## config.mk

```make
export PLATFORM = sky130hd
export DESIGN_NAME = mdu_unit
export DESIGN_NICKNAME = d
export VERILOG_FILES = /design/src/rtl/mdu_unit_pkg.sv /design/src/rtl/mdu_iter_core.sv /design/src/rtl/mdu_unit.sv
export SDC_FILE = /design/constraint.sdc
export NUM_CORES = 1
export LEC_CHECK = 0
export BUFFER_PORTS_ARGS = -buffer_cell sky130_fd_sc_hd__clkbuf_2
export CORE_UTILIZATION = 40
export CTS_CLUSTER_DIAMETER = 200
export DETAILED_ROUTE_END_ITERATION = 8
export HOLD_SLACK_MARGIN = 0.06
export PLACE_DENSITY = 0.55
export SETUP_SLACK_MARGIN = 0.02
export SYNTH_ARGS = -nofsm -noshare
export SYNTH_HDL_FRONTEND = slang
export SYNTH_SLANG_ARGS = --single-unit
export TNS_END_PERCENT = 1
```

## constraint.sdc

```tcl
create_clock -name clk -period 6.76 [get_ports clk]
set_clock_uncertainty 0.05 [all_clocks]
set_input_delay 0.338 -clock clk [delete_from_list [all_inputs] [get_ports clk]]
set_output_delay 0.338 -clock clk [all_outputs]
set_load 0.02 [all_outputs]
```

## src/rtl/mdu_unit_pkg.sv

```systemverilog
// Shared constants for the RV32M multiply/divide unit: widths, funct3
// encodings, FSM states and the iteration count.
package mdu_unit_pkg;

    localparam int ZCRV_XLEN     = 32;
    localparam int ZCRV_REG_SIZE = 5;

    localparam logic [2:0] ZCRV_MDU_MUL    = 3'd0;
    localparam logic [2:0] ZCRV_MDU_MULH   = 3'd1;
    localparam logic [2:0] ZCRV_MDU_MULHSU = 3'd2;
    localparam logic [2:0] ZCRV_MDU_MULHU  = 3'd3;
    localparam logic [2:0] ZCRV_MDU_DIV    = 3'd4;
    localparam logic [2:0] ZCRV_MDU_DIVU   = 3'd5;
    localparam logic [2:0] ZCRV_MDU_REM    = 3'd6;
    localparam logic [2:0] ZCRV_MDU_REMU   = 3'd7;

    localparam int         MDU_ITER      = 32;
    localparam logic [5:0] MDU_ITER_LAST = 6'(MDU_ITER - 1);

    typedef enum logic [1:0] {
        S_IDLE,
        S_CALC,
        S_FIX,
        S_DONE
    } mdu_state_e;

endpackage

```

## src/rtl/mdu_iter_core.sv

```systemverilog
// Shared 2*W-bit shift register with one (W+1)-bit adder: one shift-add
// multiply step or one restoring-divide step per cycle.
module mdu_iter_core #(
    parameter int W = 32
) (
    input  logic           clk,
    input  logic           rst,
    input  logic           load_i,
    input  logic           step_i,
    input  logic           is_div_i,
    input  logic [W-1:0]   lo_i,
    input  logic [W-1:0]   opnd_i,
    output logic [2*W-1:0] acc_o
);

    logic [2*W-1:0] acc_q, acc_d;
    logic [W-1:0]   opnd_q;
    logic [W:0]     partial;
    logic [W:0]     addend;
    logic [W:0]     sum;
    logic           ge;

    // Divide works on the remainder shifted left by one, hence W+1 bits.
    assign partial = acc_q[2*W-1:W-1];
    assign addend  = is_div_i ? partial : {1'b0, acc_q[2*W-1:W]};
    assign sum     = is_div_i ? addend - {1'b0, opnd_q}
                              : addend + {1'b0, opnd_q};
    assign ge      = partial >= {1'b0, opnd_q};

    always_comb begin
        acc_d = acc_q;
        if (load_i) begin
            acc_d = {{W{1'b0}}, lo_i};
        end else if (step_i) begin
            if (is_div_i) begin
                acc_d = ge ? {sum[W-1:0], acc_q[W-2:0], 1'b1}
                           : {acc_q[2*W-2:0], 1'b0};
            end else begin
                acc_d = acc_q[0] ? {sum, acc_q[W-1:1]}
                                 : {1'b0, acc_q[2*W-1:1]};
            end
        end
    end

    always_ff @(posedge clk) begin
        if (rst) begin
            acc_q  <= '0;
            opnd_q <= '0;
        end else begin
            acc_q <= acc_d;
            if (load_i) begin
                opnd_q <= opnd_i;
            end
        end
    end

    assign acc_o = acc_q;

endmodule

```

## src/rtl/mdu_unit.sv

```systemverilog
// Iterative RV32M multiply/divide unit feeding write-back.
// Define ZCRV_MDU_FAST_MUL_EN for single-cycle multiplies.
module mdu_unit
    import mdu_unit_pkg::*;
#(
    parameter int XLEN     = ZCRV_XLEN,
    parameter int REG_SIZE = ZCRV_REG_SIZE
) (
    input  logic                clk,
    input  logic                rst,
    input  logic                flush_from_flushunit,
    input  logic                mdu_start_from_idex,
    input  logic [2:0]          mdu_op_from_idex,
    input  logic [XLEN-1:0]     rs1_data_from_idex,
    input  logic [XLEN-1:0]     rs2_data_from_idex,
    input  logic [REG_SIZE-1:0] rd_from_idex,
    output logic                mdu_busy,
    output logic                mdu_finish,
    output logic [XLEN-1:0]     mdu_result,
    output logic [REG_SIZE-1:0] mdu_now_rd
);

    localparam logic [XLEN-1:0] MIN_INT = {1'b1, {(XLEN-1){1'b0}}};

    mdu_state_e          state_q, state_d;
    logic [5:0]          cnt_q, cnt_d;
    logic [2:0]          op_q, op_d;
    logic [REG_SIZE-1:0] rd_q, rd_d;
    logic                neg1_q, neg1_d;
    logic                neg2_q, neg2_d;
    logic [XLEN-1:0]     result_q, result_d;

    logic [2:0]          op;
    logic [XLEN-1:0]     rs1, rs2;
    logic                sgn1, sgn2, neg1, neg2;
    logic [XLEN-1:0]     mag1, mag2;
    logic                accept, is_div, div_zero, div_ovf, special;
    logic [XLEN-1:0]     special_res;
    logic [2*XLEN-1:0]   acc, prod;
    logic [XLEN-1:0]     quo, rem, fix_res;

    assign op  = mdu_op_from_idex;
    assign rs1 = rs1_data_from_idex;
    assign rs2 = rs2_data_from_idex;

    assign sgn1 = (op == ZCRV_MDU_MULH) || (op == ZCRV_MDU_MULHSU)
               || (op == ZCRV_MDU_DIV)  || (op == ZCRV_MDU_REM);
    assign sgn2 = (op == ZCRV_MDU_MULH) || (op == ZCRV_MDU_DIV)
               || (op == ZCRV_MDU_REM);
    assign neg1 = sgn1 & rs1[XLEN-1];
    assign neg2 = sgn2 & rs2[XLEN-1];
    assign mag1 = neg1 ? -rs1 : rs1;
    assign mag2 = neg2 ? -rs2 : rs2;

    assign accept   = (state_q == S_IDLE) & mdu_start_from_idex
                    & ~flush_from_flushunit;
    assign is_div   = op[2];
    assign div_zero = (rs2 == '0);
    assign div_ovf  = sgn2 & (rs1 == MIN_INT) & (rs2 == '1);
    assign special  = is_div & (div_zero | div_ovf);
    // op[1] selects the remainder flavour of a divide.
    assign special_res = div_zero ? (op[1] ? rs1 : '1)
                                  : (op[1] ? '0 : MIN_INT);

`ifdef ZCRV_MDU_FAST_MUL_EN
    logic signed [XLEN:0]     fa, fb;
    logic signed [2*XLEN+1:0] fp;
    logic [XLEN-1:0]          fast_res;

    assign fa = {sgn1 & rs1[XLEN-1], rs1};
    assign fb = {sgn2 & rs2[XLEN-1], rs2};
    assign fp = fa * fb;
    assign fast_res = (op == ZCRV_MDU_MUL) ? fp[XLEN-1:0]
                                           : fp[2*XLEN-1:XLEN];
`endif

    mdu_iter_core #(.W(XLEN)) u_core (
        .clk      (clk),
        .rst      (rst),
        .load_i   (accept),
        .step_i   (state_q == S_CALC),
        .is_div_i (op_q[2]),
        .lo_i     (is_div ? mag1 : mag2),
        .opnd_i   (is_div ? mag2 : mag1),
        .acc_o    (acc)
    );

    assign prod    = (neg1_q ^ neg2_q) ? -acc : acc;
    assign quo     = (neg1_q ^ neg2_q) ? -acc[XLEN-1:0] : acc[XLEN-1:0];
    assign rem     = neg1_q ? -acc[2*XLEN-1:XLEN] : acc[2*XLEN-1:XLEN];
    assign fix_res = op_q[2] ? (op_q[1] ? rem : quo)
                   : ((op_q == ZCRV_MDU_MUL) ? prod[XLEN-1:0]
                                             : prod[2*XLEN-1:XLEN]);

    always_comb begin
        state_d  = state_q;
        cnt_d    = cnt_q;
        op_d     = op_q;
        rd_d     = rd_q;
        neg1_d   = neg1_q;
        neg2_d   = neg2_q;
        result_d = result_q;
        unique case (state_q)
            S_IDLE: begin
                if (accept) begin
                    op_d   = op;
                    rd_d   = rd_from_idex;
                    neg1_d = neg1;
                    neg2_d = neg2;
                    cnt_d  = '0;
                    if (special) begin
                        result_d = special_res;
                        state_d  = S_DONE;
                    end
`ifdef ZCRV_MDU_FAST_MUL_EN
                    else if (!is_div) begin
                        result_d = fast_res;
                        state_d  = S_DONE;
                    end
`endif
                    else begin
                        state_d = S_CALC;
                    end
                end
            end
            S_CALC: begin
                cnt_d = cnt_q + 6'd1;
                if (cnt_q == MDU_ITER_LAST) begin
                    state_d = S_FIX;
                end
            end
            S_FIX: begin
                result_d = fix_res;
                state_d  = S_DONE;
            end
            S_DONE: begin
                state_d = S_IDLE;
            end
            default: begin
                state_d = S_IDLE;
            end
        endcase
    end

    always_ff @(posedge clk) begin
        if (rst) begin
            state_q  <= S_IDLE;
            cnt_q    <= '0;
            op_q     <= '0;
            rd_q     <= '0;
            neg1_q   <= 1'b0;
            neg2_q   <= 1'b0;
            result_q <= '0;
        end else begin
            state_q  <= state_d;
            cnt_q    <= cnt_d;
            op_q     <= op_d;
            rd_q     <= rd_d;
            neg1_q   <= neg1_d;
            neg2_q   <= neg2_d;
            result_q <= result_d;
        end
    end

    assign mdu_busy   = (state_q != S_IDLE);
    assign mdu_finish = (state_q == S_DONE);
    assign mdu_result = result_q;
    assign mdu_now_rd = rd_q;

endmodule

```

==> metrics.cfg <==
[worst_setup_path]
worst-path-max-fanout=8
cp_slowest_cell=nor4_1
cp-start-kind=flip-flop
crit_path_frequent_cell=a21oi_1
r2r_start=u_core.opnd_q[2]
r2r_cells=14
r2r_slack_ns=2.01
slowest_delay_ns=0.64
critPathCaptureType=flip-flop
critPathArrivalTime_ns=5.03
r2r_end=u_core.acc_o[61]
crit_end=u_core.acc_o[61]
crit_chain=or3_1 > nor4_1 > and3_1 > a21oi_1 > xnor2_1 > ha_1 > a21oi_1 > a21boi_0 > o211a_1 > a22oi_1 > o311ai_1 > a21o_1 > a21oi_1 > a2111oi_0
required_ns=7.04
crit_start=u_core.opnd_q[2]
crit_type=reg -> reg

[clock_network]
post_cts.repair.setup_buffers=0
cts_sinks=146
cts_max_level=4
cts_max_path_buffers=2
clkTransAtPathRegs_ns=0.07
clock-root-buffer=clkbuf_16
cts_tree=done
clk_latency_ns=0.46
cts_made_buffers=17

[sta]
maxSlewHeadroom=0.0975
tns_ns=0
fmax_mhz=211
setup_violations=0
holdWs_ns=0.0812
final-hold-violation-count=0
period_share=0.702
post-route-min-period_ns=4.75
worst_pin_slew_ns=1.35
slew_viol_final=0
worst_slack_ns=2.01
rsz0062_at_grt=false

[power]
combPwrFrac=0.651
power.switching_w=0.00368
powerDensity_nw_per_um2=402
p_clk_frac=0.145
ir_worst_vdd_mv=0.352
p_total_w=0.00682
swShare=0.539
p_seq_frac=0.204
p_leak_nw=6.57
power.internal_w=0.00314

[drt]
wl_mm=63.3
top_layer=met4
drtPass1Iterations=5
dr_wl_met2_mm=27.4
wl_per_cell_um=23.6
drc=0
viasPerCell=6.24
via_count=16700
drtIter0Drc=1645
wl_met1_mm=29.0
wl_met3_mm=5.29
ant_nets=0

[global_route]
overflow=0
antenna_found_initial=1
grt.total_usage=0.318
grt_pass1_wl_mm=94.7
grt_pass1_vias=15300
grt_max_degree=90

[placement]
gp_congestion=0.962
place.port_buffers=114
hpwl_mm=47.7
dp.cells=2639
preCtsSetupSlack_ns=1.90

[yosys]
ys.flop_type=dfxtp_1
syn-cell-area_um2=15600
yosysMostFrequentCell=nand2_1
synth-edff-count=0
ys_ff_latch=146
ys_warn_count=0
syn_area_per_cell_um2=7.21
synthTopCellsByCount=nand2_1, a21oi_1, nor2_1
ys_types=80
synthDominantCellAreaShare=0.188
async_flop_share=0
synthCells=2160
postSynthNetCount=2313
yosysSeqAreaShare=0.188
synth_area_leaders=dfxtp_1, xnor2_1, a21oi_1
synth_top_area_cell=dfxtp_1

[flow_run]
maxCapViolCount=0

[outcome]
status=finished clean

[finish]
diodes=0
area_growth_pct=9.02
fin_nets=2305
drive_above_1_share=0.115
fillCellCount=4072
stdcell_count=2676

[floorplan]
rows=71
initial_core_util=0.409
die_w_um=199
die_area_um2=39700
die_h_um=199
num_io_pins=115
coreArea_um2=38000

[worst_hold_path]
hold_path_class=in -> reg

==> per-stage QoR <==
stage / util / area, um2
global placement: 0.430 / 16300
CTS: 0.446 / 17000
detailed placement: 0.430 / 16300
finish: 0.446 / 17000
global route: 0.446 / 17000
floorplan: - / 15600
==> state kept, by name, indices dropped and copies added (netlist names), 2 cells and up <==
| signal | flops |
|---|---|
| op_q | 3 |
| cnt_q | 6 |
| u_core.opnd_q | 32 |
| state_q | 2 |
| mdu_result | 32 |
| u_core.acc_o | 64 |
| mdu_now_rd | 5 |
==> power by group through the flow <==
| stage | Combinational, W | Clock [W] | Sequential, W |
|---|---|---|---|
| final | 0.00444 | 0.000987 | 0.00139 |
| after global routing | 0.00484 | 0.00104 | 0.00141 |
| after CTS | 0.00436 | 0.00101 | 0.00137 |
| after detailed placement | 0.00433 | 0 | 0.00139 |
| after global placement | 0.00431 | 0 | 0.00139 |
| after floorplan | 0.00328 | 0 | 0.00119 |
==> cell type report <==
type,count,area (um2),area share
Clock buffer,17,425,0.0251
Clock inverter,15,160,0.00944
Inverter,65,244,0.0144
Multi-Input combinational cell,1773,11700,0.691
Sequential cell,146,2930,0.173
Tap cell,511,639,0.0377
Timing Repair Buffer,149,846,0.0498
==> worst min-delay path by stage <==
stage / from / endpoint / slack (ns) / cells after the start
3_5_place_dp: mdu_result[25] / mdu_result[25] / 0.38 / 2
4_1_cts: rst / mdu_now_rd[0] / 0.06 / 2
5_1_grt: rst / mdu_now_rd[0] / 0.07 / 2
6_report: rst / mdu_now_rd[2] / 0.08 / 2
2_1_floorplan: u_core.opnd_q[30] / u_core.opnd_q[30] / 0.39 / 2
3_3_place_gp: mdu_result[25] / mdu_result[25] / 0.38 / 2
==> cells in the final DEF, fill, tap and decap left out, types with 8 or more instances in the layout <==
master	n
o31ai_1	34
nor4_1	31
a31oi_1	28
or3_1	22
buf_4	30
a22o_1	9
xor2_1	82
o21ai_0	116
nand2b_1	16
o22ai_1	15
mux2i_1	86
inv_6	8
o21a_1	8
dfxtp_1	144
or2_2	9
or4_1	16
and3_1	12
o221ai_1	20
clkbuf_2	113
nor2b_1	20
nand3_1	46
a211oi_1	51
nor2_1	155
xnor2_1	112
inv_1	64
o41ai_1	15
ha_1	75
clkbuf_16	17
nand2_1	249
a31o_2	12
nor3_1	40
a21o_1	34
and2_1	22
nand4_1	31
a221oi_1	9
mux2_2	35
o211ai_1	49
a21oi_1	195
o21ai_1	15
==> repair_timing <==
item	in CTS	in global routing
resized for setup	0	0
hold buffers	5	0
endpoints found under the hold margin	5	0
==> critical path: cells and delay by family (launching register included) <==
family,cells,cell delay (ns)
compound gates,9,2.24
xor+xnor,1,0.18
fa+ha+maj,1,0.37
flops,1,0.34
simple gates,3,1.44
==> logic make-up after synthesis <==
family / count (synthesis) / share of synthesized area
fa+ha+maj: 77 / 0.0624
compound gates: 681 / 0.285
mux: 121 / 0.0806
simple gates: 698 / 0.213
buf+inv: 241 / 0.0608
xor+xnor: 196 / 0.110
flops: 146 / 0.188
==> metal layers <==
layer,up-vias,track usage
li1,7915,-
met1,7973,0.447
met2,724,0.483
met3,76,0.0658
met4,0,0.0946
met5,-,0
Note: power is estimated with default switching activity, not from simulation.
